`src/rtl/move_scheduler.sv`:
```
// move_scheduler: round-robin arbiter and sequencer for player position and
// move counter updates. Each granted move is bounds/saturation checked, then
// wall-checked through a single-outstanding map query before being committed.
module move_scheduler #(
  parameter int COORD_W  = 6,
  parameter int MAX_X    = 39,
  parameter int MAX_Y    = 29,
  parameter int WAIT_MAX = 15
) (
  input  logic                 Clk,
  input  logic                 Reset,
  input  logic [1:0]           req,
  input  logic [1:0]           dir0,
  input  logic [1:0]           dir1,
  input  logic [2*COORD_W-1:0] pos_q,
  input  logic [7:0]           moves_q,
  output logic                 wall_rd,
  output logic [2*COORD_W-1:0] wall_addr,
  input  logic                 wall_rdy,
  input  logic                 wall_hit,
  output logic                 pos_load,
  output logic [2*COORD_W-1:0] pos_d,
  output logic                 moves_inc,
  output logic [1:0]           ack,
  output logic                 accepted,
  output logic                 busy
);

  localparam int TW = $clog2(WAIT_MAX + 1);

  typedef enum logic [2:0] {
    S_IDLE, S_CALC, S_QUERY, S_WAIT, S_COMMIT, S_ACK
  } state_t;

  state_t               state, next;
  logic                 grant, last_grant, gsel, do_grant, reject;
  logic [1:0]           mask, eff;
  logic [1:0]           dir_r;
  logic [2*COORD_W-1:0] pos_r, cand, cand_next;
  logic [COORD_W-1:0]   x_r, y_r;
  logic                 ok;
  logic [TW-1:0]        tcnt;

  assign x_r = pos_r[COORD_W-1:0];
  assign y_r = pos_r[2*COORD_W-1:COORD_W];

  // State register
  always_ff @(posedge Clk or posedge Reset) begin
    if (Reset) state <= S_IDLE;
    else       state <= next;
  end

  // Grant bookkeeping, latched move, candidate, verdict and wait timer
  always_ff @(posedge Clk or posedge Reset) begin
    if (Reset) begin
      grant      <= 1'b0;
      last_grant <= 1'b1;
      mask       <= '0;
      dir_r      <= '0;
      pos_r      <= '0;
      cand       <= '0;
      ok         <= 1'b0;
      tcnt       <= '0;
    end else begin
      // the requester just acked is ignored for exactly the following cycle
      mask <= (state == S_ACK) ? (grant ? 2'b10 : 2'b01) : 2'b00;
      case (state)
        S_IDLE: if (do_grant) begin
          grant      <= gsel;
          last_grant <= gsel;
          dir_r      <= gsel ? dir1 : dir0;
          pos_r      <= pos_q;
        end
        S_CALC: begin
          cand <= cand_next;
          ok   <= 1'b0;
        end
        S_QUERY:  tcnt <= '0;
        S_WAIT:   if (!wall_rdy) tcnt <= tcnt + TW'(1);
        S_COMMIT: ok <= 1'b1;
        default: ;
      endcase
    end
  end

  // Arbitration, candidate/limit checks, next state and state-decoded outputs
  always_comb begin
    next      = state;
    do_grant  = 1'b0;
    reject    = 1'b0;
    cand_next = pos_r;
    eff       = req & ~mask;
    gsel      = (eff == 2'b11) ? ~last_grant : eff[1];

    case (dir_r)
      2'b00: begin
        cand_next[2*COORD_W-1:COORD_W] = y_r - COORD_W'(1);
        reject = (y_r == '0);
      end
      2'b01: begin
        cand_next[2*COORD_W-1:COORD_W] = y_r + COORD_W'(1);
        reject = (y_r == COORD_W'(MAX_Y));
      end
      2'b10: begin
        cand_next[COORD_W-1:0] = x_r - COORD_W'(1);
        reject = (x_r == '0);
      end
      default: begin
        cand_next[COORD_W-1:0] = x_r + COORD_W'(1);
        reject = (x_r == COORD_W'(MAX_X));
      end
    endcase
    if (moves_q == 8'hFF) reject = 1'b1;

    case (state)
      S_IDLE: if (|eff) begin
        do_grant = 1'b1;
        next     = S_CALC;
      end
      S_CALC:  next = reject ? S_ACK : S_QUERY;
      S_QUERY: next = S_WAIT;
      S_WAIT: begin
        if (wall_rdy)                           next = wall_hit ? S_ACK : S_COMMIT;
        else if (tcnt == TW'(WAIT_MAX - 1))     next = S_ACK;
      end
      S_COMMIT: next = S_ACK;
      S_ACK:    next = S_IDLE;
      default:  next = S_IDLE;
    endcase

    busy      = (state != S_IDLE);
    wall_rd   = (state == S_QUERY);
    wall_addr = (state == S_QUERY || state == S_WAIT) ? cand : '0;
    pos_load  = (state == S_COMMIT);
    moves_inc = (state == S_COMMIT);
    pos_d     = (state == S_COMMIT) ? cand : '0;
    ack       = (state == S_ACK) ? (grant ? 2'b10 : 2'b01) : 2'b00;
    accepted  = (state == S_ACK) && ok;
  end

endmodule

```
`config.mk`:
```
export PLATFORM = sky130hd
export DESIGN_NAME = move_scheduler
export DESIGN_NICKNAME = d
export VERILOG_FILES = /design/src/rtl/move_scheduler.sv
export SDC_FILE = /design/constraint.sdc
export NUM_CORES = 1
export LEC_CHECK = 0
export BUFFER_PORTS_ARGS = -buffer_cell sky130_fd_sc_hd__buf_2
export CAP_MARGIN = 10
export CORE_ASPECT_RATIO = 2
export CORE_UTILIZATION = 57
export DETAILED_ROUTE_END_ITERATION = 6
export PLACE_DENSITY = 0.87
export SLEW_MARGIN = 10
export SYNTH_ARGS = -nofsm -noshare
export SYNTH_HDL_FRONTEND = slang
export SYNTH_SLANG_ARGS = --single-unit
```
`constraint.sdc`:
```
create_clock -name Clk -period 5.2 [get_ports Clk]
set_input_delay 0.78 -clock Clk [delete_from_list [all_inputs] [get_ports Clk]]
set_output_delay 0.78 -clock Clk [all_outputs]
set_load 0.03 [all_outputs]
```
==> results.sh, run 1 <==
export IMPL_wl_per_cell_um=13.5
export IMPL_fmax_ghz=0.357
export IMPL_async_flop_share=1.00
export IMPL_synth_top_area_cell="dfrtp_1"
export IMPL_placementRows=32
export IMPL_ir_worst_vdd_mv=0.416
export IMPL_hold_viol_final=0
export IMPL_cts_setup_buffers=0
export IMPL_seqPwrFrac=0.333
export IMPL_synth_compound_area_frac=0.154
export IMPL_cp_end_kind="output port"
export IMPL_grt_use_total=0.242
export IMPL_diodes=0
export IMPL_drive_gt1_frac=0.275
export IMPL_syn_to_final_growth_pct=17.1
export IMPL_first_global_vias=1871
export IMPL_dpl_cell_area_mm2=0.00269
export IMPL_die_area_mm2=0.00444
export IMPL_clkLatencyLatePin_ns=0.29
export IMPL_crit_path_start_kind="flop"
export IMPL_dp_hpwl_um=3720
export IMPL_internal_power_mw=1.00
export IMPL_grt_max_degree=39
export IMPL_p_switching_mw=0.887
export IMPL_cts_resized_gates=0
export IMPL_clkPwrFrac=0.102
export IMPL_gp_congestion=0.870
export IMPL_clk_pin_slew_worst_paths_ns=0.07
export IMPL_cts_root_buffer="clkbuf_8"
export IMPL_maxSlewHeadroom=0.374
export IMPL_crit_required_ns=4.42
export IMPL_critPathMaxFanout=16
export IMPL_num_vias=2019
export IMPL_tns_ns=0
export IMPL_timing_worst_slew_pin_value_ns=0.938
export IMPL_synth_adder_area_share=0.0697
export IMPL_antenna_found_initial=0
export IMPL_synthSimpleGateAreaFrac=0.215
export IMPL_yosysSeqAreaShare=0.402
export IMPL_routed_wl_um=4820
export IMPL_die_h_um=93.2
export IMPL_overflow=0
export IMPL_htree_levels=2
export IMPL_numCtsBuffers=5
export IMPL_dp_cells=349
export IMPL_tritoncts="yes"
export IMPL_switching_share=0.469
export IMPL_cts_path_max_buffers=2
export IMPL_p_comb_frac=0.565
export IMPL_min_period_ns=2.80
export IMPL_setup_viol=0
export IMPL_min_period_over_period=0.538
export IMPL_yosysMostFrequentCell="dfrtp_1"
export IMPL_min_path_type="reg -> reg"
export IMPL_synth_edff_count=0
export IMPL_port_buffers=60
export IMPL_syn_nets=290
export IMPL_synth_top_family_by_area="simple AND/OR/NAND/NOR gates"
export IMPL_synth_top_cell_area_share=0.391
export IMPL_p_per_area_mw_per_mm2=681
export IMPL_detail_route_iter0_violations=47
export IMPL_report_final_slew_viol_count=0
export IMPL_synthCells=248
export IMPL_muxShareOfSynthArea=0.0865
export IMPL_io_pin_count=61
export IMPL_grt_pass1_wl_um=7820
export IMPL_ys_types=44
export IMPL_synthXorXnorAreaFrac=0.0332
export IMPL_synth_area_leaders="dfrtp_1 (39%), and2_1 (6.3%), mux2_2 (5.7%)"
export IMPL_synthFlopType="dfrtp_1"
export IMPL_die_width_um=47.6
export IMPL_post_route_util=0.708
export IMPL_ys_seq_elements=38
export IMPL_avgSynthCellArea_um2=9.56
export IMPL_yosys_warnings=0
export IMPL_initial_core_util=0.604
export IMPL_worst_clock_skew_ns=0.0101
export IMPL_yosys_top_cells_count="dfrtp_1 (37), and2_1 (24), nand2_1 (20), o21ai_0 (20), mux2_2 (12)"
export IMPL_ant_nets=0
export IMPL_crit_type="reg -> out"
export IMPL_fp_coreArea_mm2=0.00392
export IMPL_numClockSinks=38
export IMPL_fin_hold_ws_ns=0.493
export IMPL_worstPathArrival_ns=2.02
export IMPL_avgViaCountPerCell=5.66
export IMPL_outcome="completed"
export IMPL_drv_cap=0
export IMPL_p_leak_nw=1.38
export IMPL_fin_nets=347
export IMPL_fin_cells=357
export IMPL_hold_buffers=0
export IMPL_final_area_mm2=0.00278
export IMPL_remaining_drc_errors=0
export IMPL_rsz0062_at_grt="no"
export IMPL_mappedNetlistArea_mm2=0.00237
export IMPL_drtPass1Iterations=4
## flip-flops by register name (all words and copies together), names as in the netlist
signal	count
cand	12
last_grant	1
grant	1
ok	1
tcnt	4
state	3
dir_r	2
mask	2
pos_r	12
## critical path, cell delays in order, from the launching register on
cell	delay [ns]
dfrtp_1	0.50
nor2b_1	0.79
and2_1	0.24
buf_2	0.20
## metrics by stage
step                      setup WS, ns  total power [mW]
after floorplan                   2.75              1.47
after global placement            2.64              1.66
after detailed placement          2.60              1.71
after CTS                         2.43              1.90
after global routing              2.28              2.06
final                             2.40              1.89
## layout by cell type, fill, tap and decap left out, types with 4 or more instances in the layout
cell,synthesis,layout
nand2_1,20,20
ha_1,10,10
xor2_1,4,4
a21oi_1,10,10
nand2b_1,4,4
xnor2_1,5,5
o21a_1,4,4
o21ai_0,20,20
inv_1,10,10
a21o_1,7,7
mux2_2,12,12
nor3_1,6,6
a31oi_1,4,4
buf_2,6,60
nand3_1,4,4
and2_1,24,24
mux2i_1,7,7
nor2_1,8,8
nand4_1,5,5
clkbuf_8,0,5
dfrtp_1,37,37
## path summary, 6_finish.rpt
check,depth (start not counted),startpoint,slack [ns],end
max in group asynchronous,3,Reset,4.27,last_grant
max reg2reg,7,dir_r[1],2.60,cand[11]
max,3,state[1],2.40,wall_addr[9]
min,1,grant,0.49,mask[0]
min in group asynchronous,3,Reset,0.59,mask[0]
min reg2reg,1,grant,0.49,mask[0]
## metal layers
layer / vias up / global-route usage / routed length [µm]
met1: 964 / 0.251 / 1820
met5: - / 0 / 0
met4: 0 / 0.123 / 96
li1: 995 / - / -
met2: 50 / 0.427 / 2750
met3: 10 / 0.0444 / 158
## cells by family after synthesis
group           Yosys count
compound gates           58
xor+xnor                  9
fa+ha+maj                12
buf+inv                  22
flops                    38
mux                      19
simple gates             90
## area by class of cell
| type | count | area, µm² |
|---|---|---|
| multi-input combinational | 188 | 1330 |
| fill | 348 | 1150 |
| sequential | 38 | 952 |
| timing repair buffer | 62 | 315 |
| clock buffer | 6 | 72.6 |
| tap | 51 | 63.8 |
| inverter | 10 | 37.5 |
| clock inverter | 2 | 10.0 |
## power groups by stage
| stage | clock, mW | combinational, mW | sequential [mW] |
|---|---|---|---|
| 6_report | 0.193 | 1.07 | 0.629 |
| 5_1_grt | 0.209 | 1.19 | 0.657 |
| 4_1_cts | 0.199 | 1.07 | 0.626 |
| 3_5_place_dp | 0 | 1.07 | 0.633 |
| 3_3_place_gp | 0 | 1.04 | 0.624 |
| 2_1_floorplan | 0 | 0.935 | 0.535 |
Note: power is estimated with default switching activity, not from simulation.
==> run 2: changes to the inputs <==
--- a/config.mk
+++ b/config.mk
@@ -5,12 +5,13 @@
 export SDC_FILE = /design/constraint.sdc
 export NUM_CORES = 1
 export LEC_CHECK = 0
+export ABC_AREA = 1
 export BUFFER_PORTS_ARGS = -buffer_cell sky130_fd_sc_hd__buf_2
 export CAP_MARGIN = 10
 export CORE_ASPECT_RATIO = 2
-export CORE_UTILIZATION = 57
+export CORE_UTILIZATION = 54
 export DETAILED_ROUTE_END_ITERATION = 6
-export PLACE_DENSITY = 0.87
+export PLACE_DENSITY = 0.83
 export SLEW_MARGIN = 10
 export SYNTH_ARGS = -nofsm -noshare
 export SYNTH_HDL_FRONTEND = slang
==> constraint.sdc (replaced) <==
create_clock -name Clk -period 2.8 [get_ports Clk]
set_input_delay 0.42 -clock Clk [delete_from_list [all_inputs] [get_ports Clk]]
set_output_delay 0.42 -clock Clk [all_outputs]
set_load 0.03 [all_outputs]
==> run 2 against run 1 <==
Compared with the run above: final area rose by 5.5%; critical path type is now reg -> reg; synthesized cell count grew 44%; critical endpoint is now cand[11]; critical path depth up 9; global-route usage fell by 0.96 points.
==> results.sh, run 2 <==
export IMPL_p_switching_mw=1.83
export IMPL_gp_congestion=0.869
export IMPL_ff2ff_path_depth=12
export IMPL_ys_seq_elements=38
export IMPL_post_route_util=0.662
export IMPL_synth_top_area_cell="dfrtp_1"
export IMPL_crit_type="reg -> reg"
export IMPL_critPathMaxFanout=18
export IMPL_avgSynthCellArea_um2=7.06
export IMPL_ys_types=37
export IMPL_numClockSinks=38
export IMPL_min_period_over_period=0.817
export IMPL_synthFlopType="dfrtp_1"
export IMPL_cpPeakStageDelay_ns=0.69
export IMPL_synth_top_cell_area_share=0.369
export IMPL_report_final_slew_viol_count=0
export IMPL_met3_wirelength_um=177
export IMPL_r2r_end="cand[11]"
export IMPL_crit_required_ns=3.02
export IMPL_htree_levels=2
export IMPL_num_vias=2346
export IMPL_wl_per_cell_um=11.2
export IMPL_rsz0062_at_grt="no"
export IMPL_crit_top_cell="nand2_1"
export IMPL_ir_worst_vdd_mv=0.783
export IMPL_internal_power_mw=1.81
export IMPL_port_buffers=60
export IMPL_cp_cell_sequence="inv_2 > nand2_1 > ha_1 > nand2_1 > nand2_1 > a21oi_1 > nand3_1 > nand2_1 > nand2_1 > nand2_1 > nand2_1 > nand2_1"
export IMPL_die_width_um=50.2
export IMPL_min_path_type="in -> async"
export IMPL_seqPwrFrac=0.292
export IMPL_routed_wl_um=5280
export IMPL_fillers=418
export IMPL_drtPass1Iterations=4
export IMPL_first_global_vias=2175
export IMPL_initial_core_util=0.568
export IMPL_diodes=0
export IMPL_outcome="completed"
export IMPL_m1WireLength_um=2050
export IMPL_switching_share=0.503
export IMPL_yosysSeqAreaShare=0.379
export IMPL_cts_setup_buffers=0
export IMPL_maxSlewHeadroom=0.512
export IMPL_p_per_area_mw_per_mm2=1240
export IMPL_ant_nets=0
export IMPL_cts_path_max_buffers=2
export IMPL_die_area_mm2=0.00495
export IMPL_clk_pin_slew_worst_paths_ns=0.07
export IMPL_setup_viol=0
export IMPL_biggestRegsByFlops="cand (12), pos_r (12), tcnt (4)"
export IMPL_cts_resized_gates=0
export IMPL_tns_ns=0
export IMPL_grt_use_total=0.232
export IMPL_syn_nets=398
export IMPL_clkLatencyLatePin_ns=0.28
export IMPL_cp_end_kind="flop"
export IMPL_layout_cells_most_common="nand2_1"
export IMPL_fin_nets=457
export IMPL_crit_path_start_kind="flop"
export IMPL_tritoncts="yes"
export IMPL_wl_met2_um=2980
export IMPL_antenna_found_initial=0
export IMPL_placementRows=34
export IMPL_synth_area_leaders="dfrtp_1 (37%), nand2_1 (16%), inv_1 (8.2%)"
export IMPL_async_flop_share=1.00
export IMPL_hold_viol_final=0
export IMPL_detail_route_iter0_violations=52
export IMPL_timing_worst_slew_pin_value_ns=0.730
export IMPL_min_period_ns=2.29
export IMPL_p_leak_nw=1.68
export IMPL_finalPower_mw=3.64
export IMPL_mappedNetlistArea_mm2=0.00251
export IMPL_drv_cap=0
export IMPL_numCtsBuffers=5
export IMPL_yosysMostFrequentCell="nand2_1"
export IMPL_worst_clock_skew_ns=0.00378
export IMPL_grt_max_degree=39
export IMPL_highest_layer="met4"
export IMPL_hold_buffers=0
export IMPL_io_pin_count=61
export IMPL_worstPathArrival_ns=2.51
export IMPL_synthCells=356
export IMPL_yosys_top_cells_count="nand2_1 (107), inv_1 (55), nor2_1 (52)"
export IMPL_slowest_stage="dfrtp_1"
export IMPL_fmax_ghz=0.437
export IMPL_p_comb_frac=0.587
export IMPL_fp_coreArea_mm2=0.00442
export IMPL_remaining_drc_errors=0
export IMPL_r2r_slack_ns=0.51
export IMPL_final_cell_mix="nand2_1 (107), buf_2 (60), inv_1 (55)"
export IMPL_r2r_start="dir_r[1]"
export IMPL_dp_hpwl_um=4150
export IMPL_overflow=0
export IMPL_syn_to_final_growth_pct=16.6
export IMPL_grt_pass1_wl_um=8890
export IMPL_drive_gt1_frac=0.212
export IMPL_clkPwrFrac=0.121
export IMPL_synth_edff_count=0
export IMPL_yosys_warnings=0
export IMPL_avgViaCountPerCell=4.99
export IMPL_cts_root_buffer="clkbuf_8"
export IMPL_die_h_um=98.5
## run 2: changes by cell type in the layout (fill, tap and decap cells not counted), sizes merged, moves of 5 or more
cell | before | now
a21o | 7 | 0
and2 | 24 | 0
inv | 10 | 63
mux2 | 12 | 0
mux2i | 7 | 0
nand2 | 20 | 107
nand3 | 5 | 13
nand4 | 5 | 0
nor2 | 8 | 57
## run 2: worst max path at each step
stage / depth (start not counted) / start / to / slack, ns
finish: 12 / dir_r[1] / cand[11] / 0.51
global route: 12 / dir_r[1] / cand[11] / 0.29
CTS: 12 / dir_r[1] / cand[11] / 0.53
detailed placement: 12 / dir_r[1] / cand[11] / 0.58
global placement: 9 / dir_r[1] / cand[9] / 0.65
floorplan: 6 / state[0] / pos_d[10] / 0.55
## run 2: metal layers
| metal | vias to the layer above | track usage |
|---|---|---|
| met1 | 1059 | 0.241 |
| met2 | 65 | 0.448 |
| met3 | 7 | 0.0278 |
| met5 | - | 0 |
| met4 | 0 | 0.0879 |
| li1 | 1215 | - |
## run 2: critical path, delay by kind of cell, from the launching register on
family                     cells  cell delay, ns
and+or+nand+nor                9            0.81
buffers and inverters          1            0.23
adders and majority gates      1            0.32
AOI/OAI and AO/OA              1            0.16
DFF                            1            0.69
## run 2: through the flow
stage	setup slack (ns)	cells	hold WS, ns	cell area (µm²)
2_1_floorplan	0.546	356	0.439	2510
3_3_place_gp	0.650	462	0.420	2820
3_5_place_dp	0.577	462	0.427	2820
4_1_cts	0.525	470	0.240	2930
5_1_grt	0.290	470	0.274	2930
6_report	0.511	470	0.230	2930
## run 2: kinds of logic after synthesis
logic type	Yosys count	share of synthesized area
xor gates and xnor gates	4	0.0139
adders and majority gates	12	0.0657
buffers and inverters	72	0.121
DFF	38	0.379
AOI/OAI and AO/OA	47	0.115
and+or+nand+nor	183	0.306
## run 2: cell type report
cell class | instances | area, µm² | area share
Multi-Input combinational cell | 246 | 1260 | 0.429
Tap cell | 54 | 67.6 | 0.0231
Clock buffer | 7 | 76.3 | 0.0260
Sequential cell | 38 | 952 | 0.325
Clock inverter | 1 | 30.0 | 0.0102
Inverter | 63 | 239 | 0.0816
Timing Repair Buffer | 61 | 308 | 0.105
## run 2: power groups by stage
stage | clock network, mW | logic (mW) | registers [mW]
after floorplan | 0 | 1.80 | 0.974
after global placement | 0 | 2.06 | 1.06
after detailed placement | 0 | 2.12 | 1.07
after CTS | 0.454 | 2.14 | 1.06
after global routing | 0.477 | 2.42 | 1.10
final | 0.441 | 2.14 | 1.06
